$ cat src/rtl/wb_master_port_if.sv
// CPU-side request/response and Wishbone master signals of wb_master_port.
// Names keep the master-port view (_i into the port, _o out of it).
interface wb_master_port_if #(
   parameter int WB_DATA_WIDTH = 32,
   parameter int WB_ADDR_WIDTH = 32
);
   // Request handshake: a request transfers on a rising edge where req_valid_i
   // and req_ready_o are both 1. The requester holds req_valid_i and the request
   // fields until then. The response is a one-cycle rsp_valid_o strobe with no
   // back-pressure.
   logic                     req_valid_i;
   logic                     req_ready_o;
   logic                     req_we_i;
   logic [WB_ADDR_WIDTH-1:0] req_adr_i;
   logic [WB_DATA_WIDTH-1:0] req_dat_i;
   logic [3:0]               req_sel_i;
   logic                     rsp_valid_o;
   logic [WB_DATA_WIDTH-1:0] rsp_dat_o;
   logic                     rsp_err_o;
   logic [WB_DATA_WIDTH-1:0] wb_dat_o;
   logic                     wb_we_o;
   logic [3:0]               wb_sel_o;
   logic [WB_ADDR_WIDTH-1:0] wb_adr_o;
   logic                     wb_cyc_o;
   logic                     wb_stb_o;
   logic [WB_DATA_WIDTH-1:0] wb_dat_i;
   logic                     wb_ack_i;

   modport master (
      input  req_valid_i, req_we_i, req_adr_i, req_dat_i, req_sel_i,
             wb_dat_i, wb_ack_i,
      output req_ready_o, rsp_valid_o, rsp_dat_o, rsp_err_o,
             wb_dat_o, wb_we_o, wb_sel_o, wb_adr_o, wb_cyc_o, wb_stb_o
   );

   modport slave (
      output req_valid_i, req_we_i, req_adr_i, req_dat_i, req_sel_i,
             wb_dat_i, wb_ack_i,
      input  req_ready_o, rsp_valid_o, rsp_dat_o, rsp_err_o,
             wb_dat_o, wb_we_o, wb_sel_o, wb_adr_o, wb_cyc_o, wb_stb_o
   );
endinterface

$ cat src/rtl/wb_master_port.sv
// Wishbone classic initiator: one single read/write per CPU request, with a
// bus timeout that turns a missing ack into an error response.
module wb_master_port #(
   parameter int WB_DATA_WIDTH  = 32,
   parameter int WB_ADDR_WIDTH  = 32,
   parameter int TIMEOUT_BITS   = 8,
   parameter int TIMEOUT_CYCLES = 255
) (
   input  logic              clk_i,
   input  logic              rst_i,
   wb_master_port_if.master  bus,
   output logic [1:0]        dbg_state_o
);

   typedef enum logic [1:0] {
      IDLE = 2'd0,
      BUS  = 2'd1,
      RESP = 2'd2
   } state_t;

   localparam logic [TIMEOUT_BITS-1:0] TIMER_LAST = TIMEOUT_BITS'(TIMEOUT_CYCLES - 1);
   localparam logic [TIMEOUT_BITS-1:0] TIMER_MAX  = '1;

   state_t                   state_q, state_d;
   logic                     cyc_q, cyc_d;
   logic                     stb_q, stb_d;
   logic                     we_q, we_d;
   logic [WB_ADDR_WIDTH-1:0] adr_q, adr_d;
   logic [WB_DATA_WIDTH-1:0] dat_q, dat_d;
   logic [3:0]               sel_q, sel_d;
   logic                     rsp_valid_q, rsp_valid_d;
   logic [WB_DATA_WIDTH-1:0] rsp_dat_q, rsp_dat_d;
   logic                     rsp_err_q, rsp_err_d;
   logic [TIMEOUT_BITS-1:0]  timer_q, timer_d;
   logic                     req_ready;

   assign req_ready = (state_q == IDLE);

   always_comb begin
      state_d     = state_q;
      cyc_d       = cyc_q;
      stb_d       = stb_q;
      we_d        = we_q;
      adr_d       = adr_q;
      dat_d       = dat_q;
      sel_d       = sel_q;
      rsp_valid_d = rsp_valid_q;
      rsp_dat_d   = rsp_dat_q;
      rsp_err_d   = rsp_err_q;
      timer_d     = timer_q;
      unique case (state_q)
         IDLE: begin
            if (bus.req_valid_i && req_ready) begin
               adr_d   = bus.req_adr_i;
               dat_d   = bus.req_dat_i;
               sel_d   = bus.req_sel_i;
               we_d    = bus.req_we_i;
               cyc_d   = 1'b1;
               stb_d   = 1'b1;
               timer_d = '0;
               state_d = BUS;
            end
         end
         BUS: begin
            // Ack is tested first so an ack on the timeout edge still succeeds.
            if (bus.wb_ack_i) begin
               cyc_d       = 1'b0;
               stb_d       = 1'b0;
               we_d        = 1'b0;
               rsp_valid_d = 1'b1;
               rsp_err_d   = 1'b0;
               rsp_dat_d   = we_q ? '0 : bus.wb_dat_i;
               state_d     = RESP;
            end else if (timer_q == TIMER_LAST) begin
               cyc_d       = 1'b0;
               stb_d       = 1'b0;
               we_d        = 1'b0;
               rsp_valid_d = 1'b1;
               rsp_err_d   = 1'b1;
               rsp_dat_d   = '0;
               state_d     = RESP;
            end else if (timer_q != TIMER_MAX) begin
               timer_d = timer_q + 1'b1;
            end
         end
         RESP: begin
            rsp_valid_d = 1'b0;
            rsp_err_d   = 1'b0;
            state_d     = IDLE;
         end
         default: state_d = IDLE;
      endcase
   end

   always_ff @(posedge clk_i or posedge rst_i) begin
      if (rst_i) begin
         state_q     <= IDLE;
         cyc_q       <= 1'b0;
         stb_q       <= 1'b0;
         we_q        <= 1'b0;
         adr_q       <= '0;
         dat_q       <= '0;
         sel_q       <= '0;
         rsp_valid_q <= 1'b0;
         rsp_dat_q   <= '0;
         rsp_err_q   <= 1'b0;
         timer_q     <= '0;
      end else begin
         state_q     <= state_d;
         cyc_q       <= cyc_d;
         stb_q       <= stb_d;
         we_q        <= we_d;
         adr_q       <= adr_d;
         dat_q       <= dat_d;
         sel_q       <= sel_d;
         rsp_valid_q <= rsp_valid_d;
         rsp_dat_q   <= rsp_dat_d;
         rsp_err_q   <= rsp_err_d;
         timer_q     <= timer_d;
      end
   end

   assign bus.req_ready_o = req_ready;
   assign bus.rsp_valid_o = rsp_valid_q;
   assign bus.rsp_dat_o   = rsp_dat_q;
   assign bus.rsp_err_o   = rsp_err_q;
   assign bus.wb_cyc_o    = cyc_q;
   assign bus.wb_stb_o    = stb_q;
   assign bus.wb_we_o     = we_q;
   assign bus.wb_adr_o    = adr_q;
   assign bus.wb_dat_o    = dat_q;
   assign bus.wb_sel_o    = sel_q;
   assign dbg_state_o     = state_q;

endmodule
$ cat src/flat_wrapper.sv
// flat-port wrapper written by rule: the top's interface ports become plain ports
module wb_master_port_flat 
#(
   parameter int WB_DATA_WIDTH  = 32,
   parameter int WB_ADDR_WIDTH  = 32,
   parameter int TIMEOUT_BITS   = 8,
   parameter int TIMEOUT_CYCLES = 255
)
  (clk_i, rst_i, dbg_state_o, bus_req_valid_i, bus_req_we_i, bus_req_adr_i, bus_req_dat_i, bus_req_sel_i, bus_wb_dat_i, bus_wb_ack_i, bus_req_ready_o, bus_rsp_valid_o, bus_rsp_dat_o, bus_rsp_err_o, bus_wb_dat_o, bus_wb_we_o, bus_wb_sel_o, bus_wb_adr_o, bus_wb_cyc_o, bus_wb_stb_o);
  wb_master_port_if #(.WB_DATA_WIDTH(WB_DATA_WIDTH), .WB_ADDR_WIDTH(WB_ADDR_WIDTH)) bus_i ();
  input  logic clk_i;
  input  logic rst_i;
  output logic [1:0] dbg_state_o;
  input wire logic [$bits(bus_i.req_valid_i)-1:0] bus_req_valid_i;
  input wire logic [$bits(bus_i.req_we_i)-1:0] bus_req_we_i;
  input wire logic [$bits(bus_i.req_adr_i)-1:0] bus_req_adr_i;
  input wire logic [$bits(bus_i.req_dat_i)-1:0] bus_req_dat_i;
  input wire logic [$bits(bus_i.req_sel_i)-1:0] bus_req_sel_i;
  input wire logic [$bits(bus_i.wb_dat_i)-1:0] bus_wb_dat_i;
  input wire logic [$bits(bus_i.wb_ack_i)-1:0] bus_wb_ack_i;
  output wire logic [$bits(bus_i.req_ready_o)-1:0] bus_req_ready_o;
  output wire logic [$bits(bus_i.rsp_valid_o)-1:0] bus_rsp_valid_o;
  output wire logic [$bits(bus_i.rsp_dat_o)-1:0] bus_rsp_dat_o;
  output wire logic [$bits(bus_i.rsp_err_o)-1:0] bus_rsp_err_o;
  output wire logic [$bits(bus_i.wb_dat_o)-1:0] bus_wb_dat_o;
  output wire logic [$bits(bus_i.wb_we_o)-1:0] bus_wb_we_o;
  output wire logic [$bits(bus_i.wb_sel_o)-1:0] bus_wb_sel_o;
  output wire logic [$bits(bus_i.wb_adr_o)-1:0] bus_wb_adr_o;
  output wire logic [$bits(bus_i.wb_cyc_o)-1:0] bus_wb_cyc_o;
  output wire logic [$bits(bus_i.wb_stb_o)-1:0] bus_wb_stb_o;
  assign bus_i.req_valid_i = bus_req_valid_i;
  assign bus_i.req_we_i = bus_req_we_i;
  assign bus_i.req_adr_i = bus_req_adr_i;
  assign bus_i.req_dat_i = bus_req_dat_i;
  assign bus_i.req_sel_i = bus_req_sel_i;
  assign bus_i.wb_dat_i = bus_wb_dat_i;
  assign bus_i.wb_ack_i = bus_wb_ack_i;
  assign bus_req_ready_o = bus_i.req_ready_o;
  assign bus_rsp_valid_o = bus_i.rsp_valid_o;
  assign bus_rsp_dat_o = bus_i.rsp_dat_o;
  assign bus_rsp_err_o = bus_i.rsp_err_o;
  assign bus_wb_dat_o = bus_i.wb_dat_o;
  assign bus_wb_we_o = bus_i.wb_we_o;
  assign bus_wb_sel_o = bus_i.wb_sel_o;
  assign bus_wb_adr_o = bus_i.wb_adr_o;
  assign bus_wb_cyc_o = bus_i.wb_cyc_o;
  assign bus_wb_stb_o = bus_i.wb_stb_o;
  wb_master_port #(.WB_DATA_WIDTH(WB_DATA_WIDTH), .WB_ADDR_WIDTH(WB_ADDR_WIDTH), .TIMEOUT_BITS(TIMEOUT_BITS), .TIMEOUT_CYCLES(TIMEOUT_CYCLES)) u_core (.clk_i(clk_i), .rst_i(rst_i), .bus(bus_i), .dbg_state_o(dbg_state_o));
endmodule
$ cat config.mk
export PLATFORM = sky130hd
export DESIGN_NAME = wb_master_port_flat
export DESIGN_NICKNAME = d
export VERILOG_FILES = /design/src/rtl/wb_master_port_if.sv /design/src/rtl/wb_master_port.sv /design/src/flat_wrapper.sv
export SDC_FILE = /design/constraint.sdc
export NUM_CORES = 1
export LEC_CHECK = 0
export CAP_MARGIN = 15
export CORE_MARGIN = 2
export CORE_UTILIZATION = 44
export CTS_CLUSTER_DIAMETER = 120
export DETAILED_ROUTE_END_ITERATION = 12
export HOLD_SLACK_MARGIN = 0.03
export MAX_ROUTING_LAYER = met4
export PLACE_DENSITY = 0.95
export SYNTH_ARGS = -nofsm -noshare
export SYNTH_HDL_FRONTEND = slang
export SYNTH_SLANG_ARGS = --single-unit
$ cat constraint.sdc
create_clock -name clk_i -period 8.4 [get_ports clk_i]
set_clock_uncertainty 0.05 [all_clocks]
set_input_delay 1.68 -clock clk_i [delete_from_list [all_inputs] [get_ports clk_i]]
set_output_delay 1.68 -clock clk_i [all_outputs]
set_load 0.01 [all_outputs]
==> results of run 1 <==
## critical path, stage by stage, from the launching register on
cell             delay, ns
dfrtp_1               0.42
inv_1                 0.10
ha_1                  0.34
clkdlybuf4s50_1       0.60
## synthesized netlist by cell type, types with 2 or more instances
| cell type | n | share of area |
|---|---|---|
| and3_1 | 2 | 0.0028 |
| inv_1 | 14 | 0.012 |
| o22ai_1 | 2 | 0.0028 |
| clkbuf_1 | 2 | 0.0017 |
| o21ai_0 | 4 | 0.0044 |
| a31oi_1 | 2 | 0.0028 |
| nor2_1 | 4 | 0.0033 |
| buf_4 | 2 | 0.0033 |
| buf_2 | 10 | 0.011 |
| mux2i_1 | 4 | 0.0089 |
| or3_1 | 2 | 0.0028 |
| nand3_1 | 4 | 0.0044 |
| a22o_1 | 34 | 0.066 |
| dfrtp_1 | 114 | 0.63 |
| mux2_2 | 48 | 0.12 |
| a21oi_1 | 9 | 0.010 |
| nand2_1 | 6 | 0.0050 |
| o31ai_1 | 2 | 0.0033 |
| ha_1 | 5 | 0.014 |
| mux2_1 | 20 | 0.050 |
## metrics by stage
stage | power, W | setup slack (ns)
2_1_floorplan | 0.001468 | 3.654
3_3_place_gp | 0.002074 | 4.506
3_5_place_dp | 0.002146 | 4.424
4_1_cts | 0.002803 | 4.709
5_1_grt | 0.002928 | 4.639
6_report | 0.002783 | 4.700
## sequential cells by signal (all words and copies together) (netlist names)
| register | flops |
|---|---|
| u_core.bus.wb_adr_o | 32 |
| u_core.bus.rsp_dat_o | 32 |
| u_core.bus.wb_cyc_o | 1 |
| u_core.bus.wb_we_o | 1 |
| u_core.bus.rsp_valid_o | 1 |
| u_core.timer_q | 8 |
| u_core.bus.wb_dat_o | 32 |
| u_core.bus.wb_sel_o | 4 |
| u_core.dbg_state_o | 2 |
| u_core.bus.rsp_err_o | 1 |
## cell families after synthesis
| family | Yosys count | synth area share |
|---|---|---|
| buf+inv | 30 | 0.03138 |
| compound gates | 62 | 0.1066 |
| flops | 114 | 0.6332 |
| simple gates | 27 | 0.03277 |
| mux | 73 | 0.1822 |
| fa+ha+maj | 5 | 0.01389 |
## power by group through the flow
stage	logic [W]	registers (W)	clock network, W
2_1_floorplan	0.000417	0.00105	0
3_3_place_gp	0.00114	0.000935	0
3_5_place_dp	0.00119	0.000956	0
4_1_cts	0.00120	0.000954	0.000650
5_1_grt	0.00126	0.000984	0.000680
6_report	0.00119	0.000952	0.000637
## how the worst max path moves through the flow
stage          cells after the start  slack [ns]                      end                   from
2_1_floorplan                      1        3.65  u_core.bus.rsp_dat_o[0]                  rst_i
4_1_cts                            3        4.71          bus_req_ready_o  u_core.dbg_state_o[0]
3_3_place_gp                       4        4.51  u_core.bus.wb_dat_o[15]        bus_req_valid_i
5_1_grt                            3        4.64          bus_req_ready_o  u_core.dbg_state_o[0]
6_report                           3        4.70          bus_req_ready_o  u_core.dbg_state_o[0]
3_5_place_dp                       4        4.42  u_core.bus.wb_dat_o[16]        bus_req_valid_i
## final cells by class
type                       instances  share of cell area
sequential                       114              0.3899
timing repair buffer             216              0.2996
multi-input combinational        167              0.2078
clock buffer                      25             0.06482
tap                              133             0.02275
clock inverter                     6            0.007525
inverter                          14            0.007525
## routing by layer
| metal | up-vias | global-route usage |
|---|---|---|
| li1 | 1568 | - |
| met1 | 1748 | 0.2587 |
| met3 | 35 | 0.06238 |
| met5 | - | - |
| met2 | 193 | 0.4092 |
| met4 | 0 | 0.1133 |
==> impl_metrics.ini, run 1 <==
[status]
status = finished clean

[global_routing]
grt-ovfl-total = 0
grt_pass1_wl_um = 19720
grt_use_total = 0.2393
grt_pass1_vias = 3879
grt_max_degree = 61
antenna_found_initial = 0

[worst_hold_path]
min_path_type = reg -> reg
min_to = u_core.bus.wb_dat_o[22]
hold-path-cell-count = 1
hold_start = u_core.bus.wb_dat_o[22]

[setup_path]
worst-path-max-fanout = 8
regToRegSetupSlack_ns = 5.87
start_kind = flop
cp.arrival_ns = 1.97
cp-end-kind = primary output
crit_type = reg -> out
cp.required_ns = 6.67
worstReg2RegStart = u_core.dbg_state_o[0]
r2r_cells = 5
rr_endpoint = u_core.bus.wb_dat_o[16]

[cells_and_area]
final_common_cell = clkdlybuf4s50_1
fin_cells = 675
final_util = 0.7416
drive_gt1_frac = 0.1605
seq_area_um2 = 2853
fin_nets = 640
fillers = 592
multi_input_area_um2 = 1520
finalInstanceArea_um2 = 7316
layout_common_cells = clkdlybuf4s50_1 (212), dfrtp_1 (114), mux2_2 (48), a22o_1 (34), mux2_1 (20)
n_antenna_cell = 0
area_growth_pct = 62.37

[cts]
post-cts-setup-buffers = 0
holdBufCountCts = 0
cts_tree = yes
cts_resized = 0
clk_latency_ns = 0.51
numCtsBuffers = 17
clk_pin_slew_ns = 0.05
ctsRootBufferMaster = clkbuf_8
cts.sinks = 114
htree_levels = 4
clock_path_buffers = 2

[sta]
rsz0062_at_grt = no
timing.hold.ws_ns = 0.4401
setup_viol = 0
setup_tns_ns = 0
hold_viol_final = 0
period_needed_ns = 3.700
fin_crit_sh = 0.4404
drv_slew = 0
worstMarginPinSlew_ns = 0.7176
relSlewSlack = 0.5199
fmax_mhz = 270.3

[logic_synthesis]
ys.flop_type = dfrtp_1
synth_edf_count = 0
synth.avg_cell_area_um2 = 14.49
synth-async-reset-ratio = 1.000
syn-num-nets = 421
yosysSeqAreaShare = 0.6332
syn-instance-count = 311
yosys_warnings = 0
yosysUniqueCellTypes = 41
synth_seq_cells = 114
synth.cell_area_um2 = 4506

[power]
comb_power_share = 0.429
power_frac_seq = 0.342
switching_share = 0.3060
p_int_w = 0.001932
p_switching_w = 0.0008517
peakVddDrop_mv = 0.2239
pwr-share-clk = 0.229
powerDensity_nw_per_um2 = 380.4
power.leakage_nw = 3.160

[detailed_routing]
drt_pass1_iterations = 4
wl_met3_um = 775
vias = 3544
wl_um = 12510
ant_nets = 0
drc = 0
wire_per_inst_um = 18.53
drtIter0Drc = 155
via_per_inst = 5.250
highest_layer = met4
drt-met1-wl_um = 4639
dr_wl_met2_um = 6669

[place]
place_inst = 643
portBuffers = 212
hpwlAfterDp_um = 8998
placement.cell_area_um2 = 6759
gp_congestion = 0.8773

[floorplan]
die_x_um = 105.2
core-area_um2 = 9864
start_util = 0.4567
die_y_um = 105.2
rows = 36
die-area_um2 = 11060
ios = 213

[job]
max-cap-violations = 0
Power figures use the tool's default switching activity.
==> inputs of run 2 (changes only) <==
- CORE_UTILIZATION: 44 -> 37
- PLACE_DENSITY: 0.95 -> 0.86
- clock period: 8.4 -> 3.4 ns (I/O delays scaled with it)
==> run 2 against run 1 <==
  * Global-route usage shrank 4.4 points
  * Sequential share of layout area down 0.51 points
  * Critical path depth is the same
  * First-iteration DRC count increased by 66%
  * Flip-flop and latch count stayed put
  * Non-clock buffer count stayed put
  * Via count decreased by 1.0%
  * Final cell count up 2.2%
==> impl_metrics.ini, run 2 (synthesized netlist as in run 1, its figures left out) <==
[setup_path]
worstReg2RegStart = u_core.dbg_state_o[1]
regToRegSetupSlack_ns = 1.19
crit_cells = 3
r2r_cells = 4
start_kind = flop
path_cells = inv_1 -> ha_1 -> clkdlybuf4s50_1
slowest_delay_ns = 0.62
crit_buf_inv = 2
cp.arrival_ns = 1.92
crit_family = buffers and inverters
cp.required_ns = 2.67
cp_slowest_cell = clkdlybuf4s50_1
crit_type = reg -> out
worst-path-max-fanout = 8
cp-end-kind = primary output
rr_endpoint = u_core.bus.wb_dat_o[26]

[worst_hold_path]
hold-path-cell-count = 1
hold_start = u_core.bus.wb_adr_o[1]
min_to = u_core.bus.wb_adr_o[1]
min_path_type = reg -> reg

[sta]
drv_slew = 0
fin_crit_sh = 0.7803
setup_viol = 0
fmax_mhz = 377.0
worstMarginPinSlew_ns = 0.9324
setup_tns_ns = 0
period_needed_ns = 2.653
hold_viol_final = 0
relSlewSlack = 0.3784
rsz0062_at_grt = no

[place]
portBuffers = 212
hpwlAfterDp_um = 8641
gp_congestion = 0.8153

[cts]
ctsRootBufferMaster = clkbuf_16
clock_path_buffers = 2
cts_tree = yes
holdBufCountCts = 0
numCtsBuffers = 17
cts_resized = 0
clk_pin_slew_ns = 0.06
cts.sinks = 114
htree_levels = 4
post-cts-setup-buffers = 0
clk_latency_ns = 0.41

[cells_and_area]
final_common_cell = clkdlybuf4s50_1
n_antenna_cell = 0
final_util = 0.6197
seq_area_um2 = 2853
fillers = 904
fin_nets = 640
drive_gt1_frac = 0.1713
area_growth_pct = 64.51
layout_common_cells = clkdlybuf4s50_1 (212), dfrtp_1 (114), mux2_2 (48), a22o_1 (34), mux2_1 (20)
multi_input_area_um2 = 1525

[power]
p_int_w = 0.004916
comb_power_share = 0.410
pwr-share-clk = 0.260
peakVddDrop_mv = 0.4785
p_switching_w = 0.002163
powerDensity_nw_per_um2 = 955.0
switching_share = 0.3056
power.leakage_nw = 3.178
power_frac_seq = 0.330

[detailed_routing]
drt_pass1_iterations = 5
dr_wl_met2_um = 6250
drc = 0
drtIter0Drc = 257
via_per_inst = 5.084
drt-met1-wl_um = 4766
wl_um = 12160
wl_met3_um = 770
vias = 3508
highest_layer = met4
wire_per_inst_um = 17.62
ant_nets = 0

[status]
status = finished clean

[job]
max-cap-violations = 0

[floorplan]
core-area_um2 = 11960
ios = 213
die-area_um2 = 13080
die_y_um = 114.4
die_x_um = 114.4
start_util = 0.3767
rows = 40

[global_routing]
grt_max_degree = 69
antenna_found_initial = 0
grt_pass1_vias = 3655
grt_pass1_wl_um = 18930
grt_use_total = 0.1951
grt-ovfl-total = 0
-- run 2: changes by cell type in the layout (fill, tap and decap cells not counted), moves of 3 or more --
cell        delta
clkbuf_8       -3
clkinvlp_4     +5
inv_6          +3
clkinv_4       +3
clkinv_2       -4
clkbuf_1       -5
-- run 2: layer usage --
layer  GRT usage  vias to the layer above
li1            -                     1574
met1      0.2164                     1752
met2      0.3262                      148
met3     0.05506                       34
met4     0.09187                        0
met5           -                        -
-- run 2: worst max-delay path by stage --
stage / startpoint / to
after global placement: bus_req_valid_i / u_core.bus.wb_dat_o[5]
after floorplan: rst_i / u_core.bus.rsp_dat_o[0]
after global routing: u_core.dbg_state_o[1] / bus_req_ready_o
after detailed placement: bus_req_valid_i / u_core.bus.wb_adr_o[0]
after CTS: u_core.dbg_state_o[1] / bus_req_ready_o
final: u_core.dbg_state_o[1] / bus_req_ready_o
-- run 2: final cells by class --
class | instances | share of cell area
sequential | 114 | 0.3849
timing repair buffer | 216 | 0.2937
clock inverter | 14 | 0.02397
clock buffer | 18 | 0.05925
inverter | 14 | 0.007596
multi-input combinational | 167 | 0.2058
tap | 147 | 0.02481
-- run 2: power groups by stage --
stage / logic [W] / clock network (W) / registers (W)
6_report: 0.00291 / 0.00184 / 0.00233
5_1_grt: 0.00310 / 0.00194 / 0.00241
4_1_cts: 0.00295 / 0.00187 / 0.00234
3_5_place_dp: 0.00293 / 0 / 0.00235
3_3_place_gp: 0.00285 / 0 / 0.00231
2_1_floorplan: 0.00103 / 0 / 0.00260
-- run 2: stage by stage --
stage	instances	worst slack (ns)	hold WS, ns	power, W	area (um^2)
3_3_place_gp	658	0.8471	0.4237	0.005158	6795
3_5_place_dp	658	0.7567	0.4302	0.005276	6795
5_1_grt	690	0.6350	0.4531	0.007449	7412
2_1_floorplan	311	1.285	0.4428	0.003627	4509
4_1_cts	690	0.7315	0.4434	0.007152	7412
6_report	690	0.7471	0.4408	0.007079	7412
